===== config.mk =====
export PLATFORM = sky130hd
export DESIGN_NAME = fifo_burst_reader
export DESIGN_NICKNAME = d
export VERILOG_FILES = /design/src/rtl/fifo_burst_reader.sv
export SDC_FILE = /design/constraint.sdc
export NUM_CORES = 1
export LEC_CHECK = 0
export CORE_UTILIZATION = 60
export CTS_BUF_LIST = sky130_fd_sc_hd__clkbuf_2
export DETAILED_ROUTE_END_ITERATION = 10
export DONT_BUFFER_PORTS = 1
export PLACE_DENSITY = 0.85
export SLEW_MARGIN = 40
export SYNTH_ARGS = -nofsm -noshare
export SYNTH_HDL_FRONTEND = slang
export SYNTH_SLANG_ARGS = --single-unit
export TNS_END_PERCENT = 5

===== constraint.sdc =====
create_clock -name clk -period 2.3 [get_ports clk]
set_input_delay 0.46 -clock clk [delete_from_list [all_inputs] [get_ports clk]]
set_output_delay 0.46 -clock clk [all_outputs]
set_load 0.05 [all_outputs]

===== src/rtl/fifo_burst_reader.sv =====
// fifo_burst_reader: read-side controller for the cascaded 8-bit FIFO.
// A start pulse drains burst_len words from the FIFO read port (1-cycle read
// latency) into a 2-entry skid buffer that feeds a valid/ready stream.
// Optional feature macro: RDR_TIMEOUT_EN. When it is defined, a run of
// TIMEOUT_CYC consecutive empty cycles in READ aborts the burst and raises the
// sticky timeout output.
module fifo_burst_reader #(
    parameter int DATA_W      = 8,
    parameter int LEN_W       = 5,
    parameter int TIMEOUT_CYC = 64
) (
    input  logic              clk,
    input  logic              rst,
    input  logic              start,
    input  logic [LEN_W-1:0]  burst_len,
    input  logic              empty,
    input  logic [DATA_W-1:0] data_in,
    output logic              r_en,
    output logic [DATA_W-1:0] m_data,
    output logic              m_valid,
    input  logic              m_ready,
    output logic              busy,
    output logic              done,
    output logic [LEN_W-1:0]  words_read
`ifdef RDR_TIMEOUT_EN
    ,
    output logic              timeout
`endif
);

    typedef enum logic [1:0] {IDLE, READ, FLUSH, DONE} state_t;

    state_t              state_reg, state_next;
    logic [LEN_W-1:0]    remaining_reg;
    logic [LEN_W-1:0]    words_read_reg;
    logic                rd_inflight_reg;
    logic [DATA_W-1:0]   skid0_reg, skid1_reg, skid0_next, skid1_next;
    logic [1:0]          skid_cnt_reg, skid_cnt_next;
    logic                start_accept;
    logic                push, pop;
    logic                abort_hit;

    assign start_accept = (state_reg == IDLE) && start;

    // Reads are throttled so the skid buffer can always absorb every word in flight.
    assign r_en = (state_reg == READ) && !empty && (remaining_reg != '0) &&
                  ((skid_cnt_reg + {1'b0, rd_inflight_reg}) < 2'd2);

    assign push    = rd_inflight_reg;
    assign m_valid = (skid_cnt_reg != 2'd0);
    assign pop     = m_valid && m_ready;
    assign m_data  = skid0_reg;

    assign busy       = (state_reg == READ) || (state_reg == FLUSH);
    assign done       = (state_reg == DONE);
    assign words_read = words_read_reg;

`ifdef RDR_TIMEOUT_EN
    localparam int TW = $clog2(TIMEOUT_CYC + 1);
    logic [TW-1:0] tcnt_reg;
    logic          timeout_reg;

    assign abort_hit = (state_reg == READ) && empty && (tcnt_reg == TW'(TIMEOUT_CYC - 1));
    assign timeout   = timeout_reg;

    // Count consecutive empty cycles while reading; any data or state change restarts the count.
    always_ff @(posedge clk or posedge rst) begin
        if (rst) begin
            tcnt_reg    <= '0;
            timeout_reg <= 1'b0;
        end else begin
            if (state_reg != READ || !empty)
                tcnt_reg <= '0;
            else
                tcnt_reg <= tcnt_reg + 1'b1;
            if (start_accept)
                timeout_reg <= 1'b0;
            else if (abort_hit)
                timeout_reg <= 1'b1;
        end
    end
`else
    assign abort_hit = 1'b0;
`endif

    // State register.
    always_ff @(posedge clk or posedge rst) begin
        if (rst)
            state_reg <= IDLE;
        else
            state_reg <= state_next;
    end

    // Next-state logic: READ ends once all reads are issued (or aborted), FLUSH waits for the stream to drain.
    always_comb begin
        state_next = state_reg;
        case (state_reg)
            IDLE:    if (start) state_next = READ;
            READ:    if (remaining_reg == '0 || abort_hit) state_next = FLUSH;
            FLUSH:   if (skid_cnt_reg == 2'd0 && !rd_inflight_reg) state_next = DONE;
            DONE:    state_next = IDLE;
            default: state_next = IDLE;
        endcase
    end

    // Burst bookkeeping: remaining reads, issued-read counter and the in-flight read flag.
    always_ff @(posedge clk or posedge rst) begin
        if (rst) begin
            remaining_reg   <= '0;
            words_read_reg  <= '0;
            rd_inflight_reg <= 1'b0;
        end else begin
            rd_inflight_reg <= r_en;
            if (start_accept) begin
                remaining_reg  <= burst_len;
                words_read_reg <= '0;
            end else if (abort_hit) begin
                remaining_reg  <= '0;
            end else if (r_en) begin
                remaining_reg  <= remaining_reg - 1'b1;
                words_read_reg <= words_read_reg + 1'b1;
            end
        end
    end

    // Skid update: pop shifts the head out, then the returning read lands in the first free slot.
    always_comb begin
        skid0_next    = skid0_reg;
        skid1_next    = skid1_reg;
        skid_cnt_next = skid_cnt_reg + {1'b0, push} - {1'b0, pop};
        if (pop)
            skid0_next = skid1_reg;
        if (push) begin
            if ((pop && skid_cnt_reg == 2'd1) || (!pop && skid_cnt_reg == 2'd0))
                skid0_next = data_in;
            else
                skid1_next = data_in;
        end
    end

    // Skid buffer registers.
    always_ff @(posedge clk or posedge rst) begin
        if (rst) begin
            skid0_reg    <= '0;
            skid1_reg    <= '0;
            skid_cnt_reg <= 2'd0;
        end else begin
            skid0_reg    <= skid0_next;
            skid1_reg    <= skid1_next;
            skid_cnt_reg <= skid_cnt_next;
        end
    end

endmodule


# Word level (Yosys, flattened, before mapping)
# Index checks and enable logic that the tools add are counted.
[word_totals]
register_bits = 31
inputBits = 18
output_inout_bits = 17
wordCells = 52
[op_classes]
addsub = 4
magnitude_cmp = 1
n_eq_ne = 7
mux = 11
bitwise_logic = 1
reduce_logical = 21
[ops]
columns = ["operator", "count"]
rows = [
  ["$mux 8", 3],
  ["$mux 5", 4],
  ["$logic_and 1x1->1", 8],
  ["$pmux 2 s4", 1],
  ["$mux 2", 3],
  ["$add 5x1->5 const B", 1],
  ["$logic_not 5->1", 1],
  ["$reduce_bool 5->1", 1],
  ["$sub 5x1->5 const B", 1],
  ["$eq 2x1->1 const B", 2],
  ["$eq 2x2->1 const B", 2],
  ["$logic_not 2->1", 2],
  ["$ne 2x1->1 const B", 2],
  ["$reduce_bool 2->1", 2],
  ["$logic_not 1->1", 3],
  ["$reduce_and 3->1", 1],
  ["$add 2x1->2", 1],
  ["$logic_or 1x1->1", 2],
  ["$lt 2x2->1 const B", 1],
  ["$ne 2x2->1 const B", 1],
  ["$reduce_and 2->1", 1],
  ["$sub 2x1->2", 1],
  ["$not 1->1", 1],
]

# Logic depth before layout (Yosys ltp)
[depth]
word_depth = 7
mapped_depth = 7
mapped_depth_nobuf = 6

# Worst setup path before layout
# Ideal clock, no wire load.
[synth_timing]
kind = "flip-flop to flip-flop"
from = "register state_reg[1]"
to = "register remaining_reg[1]"
setup_ns = 0.076
t_arrival_ns = 1.909
path_slack_ns = 0.315
stages_incl_launch_ff = 8
path_buffers = 1
path_cell_list = "dfrtp_1 > inv_1 > ha_1 > nand2b_1 > buf_1 > nor3_4 > mux2_2 > o21ai_1"
[synth_between]
elab_chain_cells = 5
elab_cells_between_ends = 8
[synth_rtl]
columns = ["item", "line", "source"]
rows = [
  ["start, declared", "33", "state_t state_reg, state_next;"],
  ["start signal, assigned", "91", "state_reg <= state_next;"],
  ["$eq 2x1->1", "46", "assign r_en = (state_reg == READ) && !empty && (remaining_reg != '0) &&"],
  ["$logic_and 1x1->1 (3 in series)", "46", ""],
  ["via r_en", "18", "output logic r_en,"],
  ["$reduce_bool 2->1 (no line)", "n/a", ""],
  ["end signal, assigned", "115", "remaining_reg <= burst_len;"],
  ["end signal, assigned", "120", "remaining_reg <= remaining_reg - 1'b1;"],
  ["end, declared", "34", "logic [LEN_W-1:0] remaining_reg;"],
]
# The timed path passes the listed nets, and every way through them passes these cells.
# A chain may end at the register's enable or synchronous reset.

# Final worst setup path
[layout_timing]
from = "register remaining_reg[0]"
to = "output port r_en"
[layout_between]
elab_chain_cells = 3
[layout_rtl]
columns = ["item", "line"]
rows = [
  ["$reduce_bool 5->1", "46"],
  ["$logic_and 1x1->1 (2 in series)", "46"],
  ["end, declared", "18"],
]
# Every way passes these cells.

==> results_tabular.tex <==
\begin{tabular}{lr}
\hline
Metric & Value \\
\hline
\multicolumn{2}{l}{\textbf{Floorplan}} \\
Floorplan row count & 18 \\
Initial standard-cell utilization of the core & 63.3\% \\
Area of the die & 0.00280 mm\^{}2 \\
I/O pin cnt & 35 \\
Height of the die & 52.9 um \\
Area inside the core boundary & 0.00245 mm\^{}2 \\
Chip width & 52.9 um \\
\multicolumn{2}{l}{\textbf{Placement}} \\
IO Port Bufs & 0 \\
Placed instance area & 0.00163 mm\^{}2 \\
Placer congestion estimate & 0.831 \\
Post-detailed-placement half-perimeter wirelength & 2100 um \\
\multicolumn{2}{l}{\textbf{GRT}} \\
Tot GR Track Use & 23.7\% \\
Via count of the first global-routing pass & 1,056 \\
Grt ovf & 0 \\
Global-route wire length before repair & 4580 um \\
Initial antenna violation count & 0 \\
Largest net degree at the start of global routing & 32 \\
\multicolumn{2}{l}{\textbf{Timing}} \\
Clock skew after layout & 0.00603 ns \\
Max Clk Rate & 457 MHz \\
Final critical delay including setup and external delays & 2.19 ns \\
Transition time at the pin with the least slew margin & 0.756 ns \\
Slew margin rel. & 49.3\% \\
Fin crit share & 95.1\% \\
Unrepaired setup endpoints after global routing & no \\
Final total negative setup slack & 0 ns \\
Final slew viol count & 0 \\
Number of failing setup endpoints in the final timing report & 0 \\
Number of endpoints with negative hold slack in the final report & 0 \\
\multicolumn{2}{l}{\textbf{Logic synthesis}} \\
Share of Yosys cell area claimed by the top area cell type & 50.0\% \\
Yosys reg bits & 31 \\
Most numerous cell in the Yosys netlist & sky130\_fd\_sc\_hd\_\_dfrtp\_1 \\
Syn nets & 168 \\
Top cells by area, synth & sky130\_fd\_sc\_hd\_\_dfrtp\_1 50\%, sky130\_fd\_sc\_hd\_\_ha\_1 7.3\%, sky130\_fd\_sc\_hd\_\_mux2\_2 7.3\% \\
Warnings, synthesis & 0 \\
Post-synthesis instance total & 141 \\
Post-synth EDFFs & 0 \\
Yosys cell types & 31 \\
Cell Area, Synth & 0.00155 mm\^{}2 \\
Asr flop ratio synth & 100\% \\
Part of the Yosys area used for sequential elements & 50.0\% \\
Ys flop type & sky130\_fd\_sc\_hd\_\_dfrtp\_1 \\
Syn avg cell area & 11.0 um\^{}2 \\
Cell type with the highest aggregate area in the netlist & sky130\_fd\_sc\_hd\_\_dfrtp\_1 \\
Cell types with the highest counts after synthesis & 31 x sky130\_fd\_sc\_hd\_\_dfrtp\_1, 14 x sky130\_fd\_sc\_hd\_\_nand2\_1, 12 x sky130\_fd\_sc\_hd\_\_o21ai\_0 \\
\multicolumn{2}{l}{\textbf{Routing}} \\
Routed wire length & 3020 um \\
Remaining design rule violation count & 0 \\
Vias after detailed routing & 1,063 \\
Drt initial violations & 19 \\
Detail Route Antenna Nets & 0 \\
Average detailed-routed wire length per instance & 16.1 um \\
First-pass detailed-route iteration total & 4 \\
Via/cell ratio & 5.65 \\
\multicolumn{2}{l}{\textbf{Clock tree}} \\
Post-CTS Hold Buffers & 0 \\
Root cell of the clock tree & sky130\_fd\_sc\_hd\_\_clkbuf\_2 \\
Clock buffer depth & 2 \\
Clock sinks & 31 \\
Clock buffers created by TritonCTS & 5 \\
CTS tree & yes \\
Count of H-tree levels built during CTS & 2 \\
Clock input transition at the sequential cells of the worst setup and hold paths & 0.16 ns \\
Clock latency on the worst-skew pair & 0.36 ns \\
\multicolumn{2}{l}{\textbf{Critical path}} \\
Worst path required time & 1.84 ns \\
Cell breakdown of the critical path & inv\_1 > ha\_1 > nor4b\_4 > buf\_4 > nor3\_4 > buf\_6 \\
Startpoint type of the worst setup path & register \\
End of the worst register-to-register path & remaining\_reg[1]\$\_DFFE\_PP0P\_ \\
Critical Path AT & 1.73 ns \\
Endpoint class of the critical path & primary output \\
Number of cells on the worst reg-to-reg path & 8 \\
Delay of the slowest cell on the worst path & 0.41 ns \\
Reg2reg setup slack & 0.43 ns \\
Worst-path maximum fanout & 6 \\
Worst r2r src & remaining\_reg[0]\$\_DFFE\_PP0P\_ \\
Total buffers and inverters traversed by the critical path & 3 \\
Master of the slowest instance on the critical path & sky130\_fd\_sc\_hd\_\_dfrtp\_1 \\
Worst setup path category & reg2out \\
Top delay family on crit path & buffers and inverters \\
\multicolumn{2}{l}{\textbf{Run}} \\
\# Max-Cap Violations & 0 \\
\multicolumn{2}{l}{\textbf{Worst hold path}} \\
Type of the tightest min-delay check & in2async \\
\multicolumn{2}{l}{\textbf{Run status}} \\
Result of the run & completed \\
\multicolumn{2}{l}{\textbf{Power}} \\
Leakage power figure & 0.000818 uW \\
Max VDD drop & 1.36 mV \\
Pwr per Cell Area & 1450 mW/mm\^{}2 \\
\multicolumn{2}{l}{\textbf{Finish}} \\
Total of fill cells in the finished design & 173 \\
Final nets & 184 \\
Diode insertion count for antenna repair & 0 \\
Final standard cell area without fillers & 0.00172 mm\^{}2 \\
Proportion of layout cells with a drive suffix above 1 & 23.4\% \\
Area growth from synthesis to layout & 10.7\% \\
\hline
\end{tabular}
-- routing by layer --
layer | GRT usage [%] | routed length [um] | part of all wire [%] | vias up
met5 | 0 | 0 | 0 | -
met4 | 7.46 | 48 | 1.6 | 0
met3 | 11.5 | 205 | 6.8 | 6
met2 | 38.2 | 1500 | 50 | 33
met1 | 27.5 | 1270 | 42 | 511
li1 | - | - | - | 513
-- placed cells by master (no fill, tap or decap), types with 7 or more instances in the layout --
| cell | count |
|---|---|
| sky130_fd_sc_hd__nand2_1 | 14 |
| sky130_fd_sc_hd__ha_1 | 9 |
| sky130_fd_sc_hd__mux2i_1 | 10 |
| sky130_fd_sc_hd__inv_1 | 11 |
| sky130_fd_sc_hd__dfrtp_1 | 31 |
| sky130_fd_sc_hd__nor2_1 | 7 |
| sky130_fd_sc_hd__clkbuf_2 | 7 |
| sky130_fd_sc_hd__buf_4 | 12 |
| sky130_fd_sc_hd__mux2_2 | 10 |
| sky130_fd_sc_hd__o21ai_0 | 12 |
-- per-stage QoR --
step | total power [uW] | util (%) | setup slack (ns) | hold slack [ns] | instances
2_1_floorplan | 1990 | - | 0.315 | 0.479 | 141
3_3_place_gp | 2110 | 66.3 | 0.460 | 0.443 | 174
3_5_place_dp | 2190 | 66.3 | 0.384 | 0.457 | 174
4_1_cts | 2450 | 68.2 | 0.0469 | 0.0458 | 183
5_1_grt | 2650 | 70.0 | 0.00266 | 0.0438 | 188
6_report | 2500 | 70.0 | 0.112 | 0.0413 | 188
-- timing repair --
| item | in CTS | in global routing |
|---|---|---|
| gates cloned | 0 | 0 |
| resized for setup | 0 | 2 |
| pin swaps | 1 | 0 |
| setup buffers | 1 | 5 |
| setup endpoints to repair | 1 | 1 |
-- cell families (layout without fill, tap and decap cells) --
group                    count (synthesis)  count (layout)  share of synthesized area, %
AO/OA/AOI/OAI                           19              19                          6.69
flip-flops                              31              31                          50.0
adder cells (fa/ha/maj)                  9               9                          7.25
XOR/XNOR                                 7               7                          4.43
buffers and inverters                   15              32                          3.63
AND/OR/NAND/NOR                         40              40                          14.3
multiplexers                            20              20                          13.7
-- report_power, final --
part           total, uW  switching (uW)  leakage (uW)  internal [uW]
logic               1050             609      0.000398            438
registers           1190             415      0.000387            774
clock network        266             183     0.0000330           83.0
-- layout make-up --
class                      instances  area, um^2  area share, %
sequential                        31         776           45.1
multi-input combinational         95         723           42.1
timing repair buffer              13         101           5.90
inverter                          11        41.3           2.40
tap                               30        37.5           2.18
clock buffer                       7        35.0           2.04
clock inverter                     1        5.00          0.291
-- worst max path at each step --
stage | slack [ns] | from | cells after the start | endpoint
floorplan | 0.31 | state_reg[1]$_DFFE_PP0P_ | 7 | remaining_reg[1]$_DFFE_PP0P_
global placement | 0.46 | remaining_reg[0]$_DFFE_PP0P_ | 6 | state_reg[1]$_DFFE_PP0P_
detailed placement | 0.38 | state_reg[1]$_DFFE_PP0P_ | 5 | r_en
CTS | 0.05 | remaining_reg[0]$_DFFE_PP0P_ | 5 | r_en
global route | 0.003 | state_reg[1]$_DFFE_PP0P_ | 5 | r_en
finish | 0.11 | remaining_reg[0]$_DFFE_PP0P_ | 6 | r_en
No activity file was read; power rests on OpenSTA's default activity.
